--- config.mk ---
export PLATFORM = sky130hd
export DESIGN_NAME = uart_send
export DESIGN_NICKNAME = d
export VERILOG_FILES = /design/src/rtl/uart_send.sv
export SDC_FILE = /design/constraint.sdc
export NUM_CORES = 1
export LEC_CHECK = 0
export ABC_AREA = 0
export CORE_UTILIZATION = 45
export DETAILED_ROUTE_END_ITERATION = 7
export PLACE_DENSITY = 0.66
export SLEW_MARGIN = 40
export SYNTH_ARGS = -nofsm -noshare
export SYNTH_HDL_FRONTEND = slang
export SYNTH_SLANG_ARGS = --single-unit
--- constraint.sdc ---
create_clock -name sysclk -period 2.9 [get_ports sysclk]
set_clock_uncertainty 0.1 [all_clocks]
set_input_delay 0.435 -clock sysclk [delete_from_list [all_inputs] [get_ports sysclk]]
set_output_delay 0.435 -clock sysclk [all_outputs]
set_load 0.1 [all_outputs]
--- src/rtl/uart_send.sv ---
// UART transmitter: start bit, eight data bits LSB first, optional parity
// bit, one stop bit. The bit period is chosen from Baud_set when a request
// is accepted and held for the whole frame.
module uart_send #(
  parameter int PARITY = 0
) (
  input  logic       sysclk,
  input  logic       rst,
  input  logic [2:0] Baud_set,
  input  logic [7:0] Data,
  input  logic       send_en,
  output logic       uart_tx,
  output logic       tx_busy,
  output logic       tx_done
);

  typedef enum logic [2:0] {IDLE, START, DATA, PAR, STOP} state_t;

  // Parity values other than 1 (odd) or 2 (even) mean no parity bit.
  localparam bit USE_PARITY = (PARITY == 1) || (PARITY == 2);
  localparam bit ODD_PARITY = (PARITY == 1);

  state_t      state, state_nxt;
  logic [13:0] cnt, cnt_nxt;
  logic [13:0] div, div_nxt;
  logic [13:0] div_sel;
  logic [2:0]  bit_idx, bit_idx_nxt;
  logic [7:0]  data_q, data_nxt;
  logic        tx_nxt, busy_nxt, done_nxt;
  logic        bit_end;
  logic        par_bit;

  // Bit period in sysclk cycles for each baud select; unused codes fall back to 115200.
  always_comb begin
    case (Baud_set)
      3'd0:    div_sel = 14'd10416;
      3'd1:    div_sel = 14'd5208;
      default: div_sel = 14'd434;
    endcase
  end

  assign bit_end = (cnt == div - 14'd1);
  assign par_bit = ODD_PARITY ? ~(^data_q) : (^data_q);

  // Next-state and next-output logic; the line value for the next cycle is decided here.
  always_comb begin
    state_nxt   = state;
    cnt_nxt     = cnt + 14'd1;
    div_nxt     = div;
    bit_idx_nxt = bit_idx;
    data_nxt    = data_q;
    tx_nxt      = uart_tx;
    busy_nxt    = tx_busy;
    done_nxt    = 1'b0;
    case (state)
      IDLE: begin
        cnt_nxt     = 14'd0;
        bit_idx_nxt = 3'd0;
        tx_nxt      = 1'b1;
        busy_nxt    = 1'b0;
        if (send_en) begin
          state_nxt = START;
          data_nxt  = Data;
          div_nxt   = div_sel;
          tx_nxt    = 1'b0;
          busy_nxt  = 1'b1;
        end
      end
      START: begin
        if (bit_end) begin
          cnt_nxt   = 14'd0;
          state_nxt = DATA;
          tx_nxt    = data_q[0];
        end
      end
      DATA: begin
        if (bit_end) begin
          cnt_nxt = 14'd0;
          if (bit_idx == 3'd7) begin
            bit_idx_nxt = 3'd0;
            if (USE_PARITY) begin
              state_nxt = PAR;
              tx_nxt    = par_bit;
            end else begin
              state_nxt = STOP;
              tx_nxt    = 1'b1;
            end
          end else begin
            bit_idx_nxt = bit_idx + 3'd1;
            tx_nxt      = data_q[bit_idx + 3'd1];
          end
        end
      end
      PAR: begin
        if (bit_end) begin
          cnt_nxt   = 14'd0;
          state_nxt = STOP;
          tx_nxt    = 1'b1;
        end
      end
      STOP: begin
        if (bit_end) begin
          cnt_nxt   = 14'd0;
          state_nxt = IDLE;
          tx_nxt    = 1'b1;
          busy_nxt  = 1'b0;
          done_nxt  = 1'b1;
        end
      end
      default: begin
        state_nxt = IDLE;
        tx_nxt    = 1'b1;
        busy_nxt  = 1'b0;
      end
    endcase
  end

  // State and registered outputs; reset aborts any frame and forces the line idle.
  always_ff @(posedge sysclk) begin
    if (rst) begin
      state   <= IDLE;
      cnt     <= 14'd0;
      div     <= 14'd0;
      bit_idx <= 3'd0;
      data_q  <= 8'd0;
      uart_tx <= 1'b1;
      tx_busy <= 1'b0;
      tx_done <= 1'b0;
    end else begin
      state   <= state_nxt;
      cnt     <= cnt_nxt;
      div     <= div_nxt;
      bit_idx <= bit_idx_nxt;
      data_q  <= data_nxt;
      uart_tx <= tx_nxt;
      tx_busy <= busy_nxt;
      tx_done <= done_nxt;
    end
  end

endmodule
==> impl_results.md, run 1 <==
- Status: complete, no violations
- GRT Util Overall: 0.187
- Mapped cell area: 2040 um^2
- Synth warnings: 0
- Total CTS buffers: 5
- Initial antenna violation count: 0
- Syn Inst Count: 222
- Fill cell count: roughly 420
- Worst setup SP type: register
- First-pass GRT wire length: about 7300 um
- Peak VDD IR: about 240 uV
- Clock slew at reported path FFs: ~0.070 ns
- Clk_lat worst skew: around 0.29 ns
- Post-Syn Area per Cell: between 9 and 10 um^2
- Die span in y: ~70 um
- Ys async rst share: 0
- Drt via density: between 5 and 6
- Final setup vio count: 0
- Global placement routability congestion: roughly 0.85
- Most common cell after layout, fill and taps aside: dfxtp_1
- H-tree depth: 2
- Worst-Margin Slew: between 0.7 and 0.8 ns
- Core ar.: 4350 um^2
- Setup Fix Bufs, Post-CTS: 0
- Primary FF master, synth: dfxtp_1
- Antenna viol nets, final: 0
- Nets: approximately 260
- Setup CP Type: reg2reg
- Port-buffer cells: 16
- Clock tree buffer depth: 2
- R2r setup slk: about 0.28 ns
- Worst-path maximum fanout: 5
- Most frequent cells in the layout: 36 x dfxtp_1, 28 x nand2_1, 17 x nor2_1
- Root Buffer: clkbuf_8
- Hold path cells: 2
- Post-DP Area: approximately 2200 um^2
- Worst slew margin: 0.476
- Worst reg2reg path endpoint: uart_tx$_SDFFE_PP1P_
- Vias in the first global route: ~1500
- Drt initial violations: 77
- Final hold violation count: 0
- P&R area growth vs syn: 14.5%
- RSZ-0062 raised after global routing: no
- Rows: 24
- Final slew viol count: 0
- CP Data Required Time: approximately 3.0 ns
- Die area: approximately 4800 um^2
- Share of layout cells above drive strength 1: 0.158
- FF-to-FF path depth: 7
- IO Pins: 17
- Flop and latch count out of synthesis: 36
- Design Power: between 0.001 and 0.0015 W
- CP Capture Type: register
- Post-route setup TNS: 0 ns
- Register area share after synthesis: 0.353
- Post-CTS resize count: 0
- Number of synthesized flops with an enable pin: 0
- Final min period: around 2.6 ns
- Worst Hold End: data_q[5]$_SDFFE_PP0P_
- Hold_buf cts: 0
- Period utilization: 0.904
- Max Cap Violations: 0
- DP HPWL: between 3000 and 4000 um
- Cell variety after synth: 55
- Post-DR wirelength/cell: about 14 um
- Die W: 69.4 um
- Detailed Routing Iterations Pass 1: 4
- P_leak: 0.828 nW
- Net Count, Synth: 240
- CTS tree: built
- Arrival time worst endpoint: approximately 2.7 ns
- GRT overflow: 0
- # diodes: 0
- Number of remaining DRC errors: 0
- HP Class: reg2reg
- Largest net degree at the start of global routing: 24
- PD cells: roughly 460 nW/um^2
- DR vias: approximately 1600
- Drt total wl: 4160 um
- RR Startpoint: bit_idx[0]$_SDFFE_PP0P_
- Hold path start: data_q[5]$_SDFFE_PP0P_
- FMAX: 382 MHz
- Clock Sink Count: 36
- Post-route cell area: around 2300 um^2
- Initial core utilization: 0.469
==> power by group <==
part | internal (W) | total [W] | switching [W]
logic | 0.0000769 | 0.000183 | 0.000106
clock network | 0.000189 | 0.000364 | 0.000175
registers | 0.000511 | 0.000528 | 0.0000175
==> per-stage QoR <==
stage | hold slack (ns) | cells | util | setup WS (ns)
after CTS | 0.357 | 292 | 0.537 | 0.255
final | 0.357 | 292 | 0.537 | 0.279
after global routing | 0.379 | 292 | 0.537 | 0.108
after global placement | 0.354 | 284 | 0.516 | 0.409
after floorplan | 0.333 | 222 | - | 0.488
after detailed placement | 0.358 | 284 | 0.516 | 0.338
==> cells in the mapped netlist, drive strengths merged, types with 6 or more instances <==
library cell,count,area share
a211oi,15,0.077
a21oi,13,0.034
buf,6,0.026
clkbuf,7,0.013
dfxtp,36,0.35
mux2i,6,0.029
nand2,28,0.051
nand3,8,0.020
nand4,6,0.018
nor2,17,0.031
nor3,6,0.017
xnor2,10,0.043
xor2,8,0.034
==> critical path: stages (launching register included) <==
cell and delay (ns):
dfxtp_1 0.36, ha_1 0.21, ha_1 0.34, mux4_2 0.52
nor2b_1 0.14, a211o_1 0.26, a2111oi_0 0.43, mux2i_1 0.13
==> cells by family after synthesis <==
kind of cell             after synthesis  synth area share
AND/OR/NAND/NOR                       88             0.223
AO/OA/AOI/OAI                         50             0.214
flip-flops                            36             0.353
XOR/XNOR                              19            0.0882
buffers and inverters                 17            0.0465
multiplexers                           8            0.0514
adder cells (fa/ha/maj)                4            0.0245
==> worst max path at each step <==
stage,startpoint,endpoint,slack [ns],depth (start not counted)
floorplan,bit_idx[0]$_SDFFE_PP0P_,uart_tx$_SDFFE_PP1P_,0.49,7
global placement,bit_idx[0]$_SDFFE_PP0P_,uart_tx$_SDFFE_PP1P_,0.41,7
detailed placement,bit_idx[0]$_SDFFE_PP0P_,uart_tx$_SDFFE_PP1P_,0.34,7
CTS,bit_idx[0]$_SDFFE_PP0P_,uart_tx$_SDFFE_PP1P_,0.26,7
global route,bit_idx[0]$_SDFFE_PP0P_,uart_tx$_SDFFE_PP1P_,0.11,7
finish,bit_idx[0]$_SDFFE_PP0P_,uart_tx$_SDFFE_PP1P_,0.28,7
==> layer usage <==
layer / vias up / track usage / routed length (um)
met1: 757 / 0.250 / 2050
met4: 0 / 0.0476 / 36
li1: 845 / - / -
met2: 27 / 0.306 / 1970
met5: - / 0 / 0
met3: 4 / 0.0392 / 106
==> registers in the layout, summed over array words and instances, names as in the netlist <==
register and cells:
cnt 14, data_q 8, div 5, bit_idx 3, state 3, tx_busy 1, tx_done 1, uart_tx 1
==> cell type report <==
class / instances / area, um^2 / area share
Tap cell: 52 / 65.1 / 0.0278
Timing Repair Buffer: 23 / 218 / 0.0931
Clock inverter: 2 / 10.0 / 0.00428
Clock buffer: 6 / 82.6 / 0.0353
Sequential cell: 36 / 721 / 0.308
Multi-Input combinational cell: 169 / 1230 / 0.525
Inverter: 4 / 15.0 / 0.00642
(Power assumes the default switching activity.)
==> run 2, diff against run 1 <==
- ABC_CLOCK_PERIOD_IN_PS: default -> 2900
- SKIP_CTS_REPAIR_TIMING: default -> 1
==> results of run 2 <==
Final layout, timing and power as in run 1 (identical DEF).
==> run 3, diff against run 2 <==
- CTS_BUF_LIST: default -> sky130_fd_sc_hd__clkbuf_16
- PLACE_DENSITY: 0.66 -> 0.61
==> impl_results.md, run 3 (synthesized netlist as in run 1, its figures left out) <==
- Status: complete, no violations
- # diodes: 0
- GRT Util Overall: 0.194
- Die area: 4810 um^2
- Biggest regs: cnt: 14 flops, data_q: 8 flops, div: 5 flops
- Worst slew margin: 0.501
- Die span in y: roughly 69 um
- Worst-path maximum fanout: 5
- Drt initial violations: between 60 and 70
- Most flop-heavy register: cnt
- Port-buffer cells: 16
- Worst-Margin Slew: ~0.74 ns
- Final hold violation count: 0
- Root Buffer: clkbuf_16
- Largest net degree at the start of global routing: 20
- Fin cells: 292
- FF-to-FF path depth: 7
- Number of remaining DRC errors: 0
- Initial antenna violation count: 0
- CTS tree: built
- Worst Hold End: data_q[5]$_SDFFE_PP0P_
- Most frequent cells in the layout: 36 x dfxtp_1, 28 x nand2_1, 17 x nor2_1
- Clock tree buffer depth: 2
- Nets: between 200 and 300
- Sequential Power Share: 0.433
- Total CTS buffers: 5
- PD cells: ~520 nW/um^2
- Max reg flops: 14
- Rows: 24
- Clock slew at reported path FFs: 0.06 ns
- P_leak: 0.836 nW
- Most common cell after layout, fill and taps aside: dfxtp_1
- Core ar.: roughly 4400 um^2
- Clock Sink Count: 36
- Final min period: about 2.6 ns
- Worst reg2reg path endpoint: uart_tx$_SDFFE_PP1P_
- Final setup vio count: 0
- Peak VDD IR: around 260 uV
- Final Core Density: 0.546
- HP Class: reg2reg
- Comb power frac: 0.144
- Post-DR wirelength/cell: around 14 um
- Setup CP Type: reg2reg
- First-pass GRT wire length: between 7000 and 8000 um
- CP Data Required Time: 2.95 ns
- RR Startpoint: bit_idx[0]$_SDFFE_PP0P_
- Global placement routability congestion: 0.804
- Hold path start: data_q[5]$_SDFFE_PP0P_
- FMAX: ~380 MHz
- Clk_lat worst skew: roughly 0.28 ns
- Drt total wl: slightly above 4000 um
- Antenna viol nets, final: 0
- DR vias: about 1600
- Psw: around 0.00033 W
- Share of layout cells above drive strength 1: 0.154
- Arrival time worst endpoint: around 2.7 ns
- Cell internal pwr: 0.000900 W
- Sw frac: 0.266
- Hold path cells: 2
- H-tree depth: 2
- RSZ-0062 raised after global routing: no
- Placed cell count: ~280
- Post-route cell area: 2380 um^2
- Detailed Routing Iterations Pass 1: 4
- Initial core utilization: 0.469
- Period utilization: 0.898
- Final slew viol count: 0
- Drt via density: around 5.6
- CP Capture Type: register
- Die W: 69.4 um
- Worst setup SP type: register
- DP HPWL: between 3000 and 4000 um
- Min Hold Slack: around 0.35 ns
- GRT overflow: 0
- Max Cap Violations: 0
- P&R area growth vs syn: 16.4%
- Post-DP Area: about 2200 um^2
- Clk network pwr share: 0.424
- Post-route setup TNS: 0 ns
- IO Pins: 17
- R2r setup slk: 0.30 ns
- Vias in the first global route: approximately 1600
run 3: final cells by class:
type                       instances  area, um^2
clock buffer                       5         125
clock inverter                     3        18.8
fill                             395        1980
inverter                           4        15.0
multi-input combinational        169        1230
sequential                        36         721
tap                               52        65.1
timing repair buffer              23         205
run 3: worst max-delay path: stages, from the launching register on:
cell and delay [ns]:
dfxtp_1 0.36, ha_1 0.22, ha_1 0.35, mux4_2 0.51, nor2b_1 0.14, a211o_1 0.26, a2111oi_0 0.42, mux2i_1 0.11
run 3: layer usage:
metal  part of all wire  GRT usage  vias up
li1                   -          -      851
met1               0.47      0.237      741
met2               0.49      0.325       23
met3              0.028     0.0494        8
met4              0.019     0.0794        0
met5                  0          0        -
run 3: worst max path at each step:
stage / from / end
after floorplan: bit_idx[0]$_SDFFE_PP0P_ / uart_tx$_SDFFE_PP1P_
after global placement: div[8]$_SDFFE_PP0P_ / cnt[3]$_SDFF_PP0_
after detailed placement: bit_idx[0]$_SDFFE_PP0P_ / uart_tx$_SDFFE_PP1P_
after CTS: bit_idx[0]$_SDFFE_PP0P_ / uart_tx$_SDFFE_PP1P_
after global routing: bit_idx[0]$_SDFFE_PP0P_ / uart_tx$_SDFFE_PP1P_
final: bit_idx[0]$_SDFFE_PP0P_ / uart_tx$_SDFFE_PP1P_
run 3: through the flow:
step           setup slack, ns  total power, W
2_1_floorplan            0.488        0.000675
3_3_place_gp             0.392        0.000718
3_5_place_dp             0.291        0.000719
4_1_cts                  0.281         0.00124
5_1_grt                  0.205         0.00128
6_report                 0.296         0.00123
run 3: power groups by stage:
| stage | clock network (W) | registers, W | logic [W] |
|---|---|---|---|
| finish | 0.000520 | 0.000531 | 0.000176 |
| global route | 0.000552 | 0.000534 | 0.000196 |
| CTS | 0.000529 | 0.000531 | 0.000178 |
| detailed placement | 0 | 0.000542 | 0.000177 |
| global placement | 0 | 0.000542 | 0.000177 |
| floorplan | 0 | 0.000550 | 0.000125 |
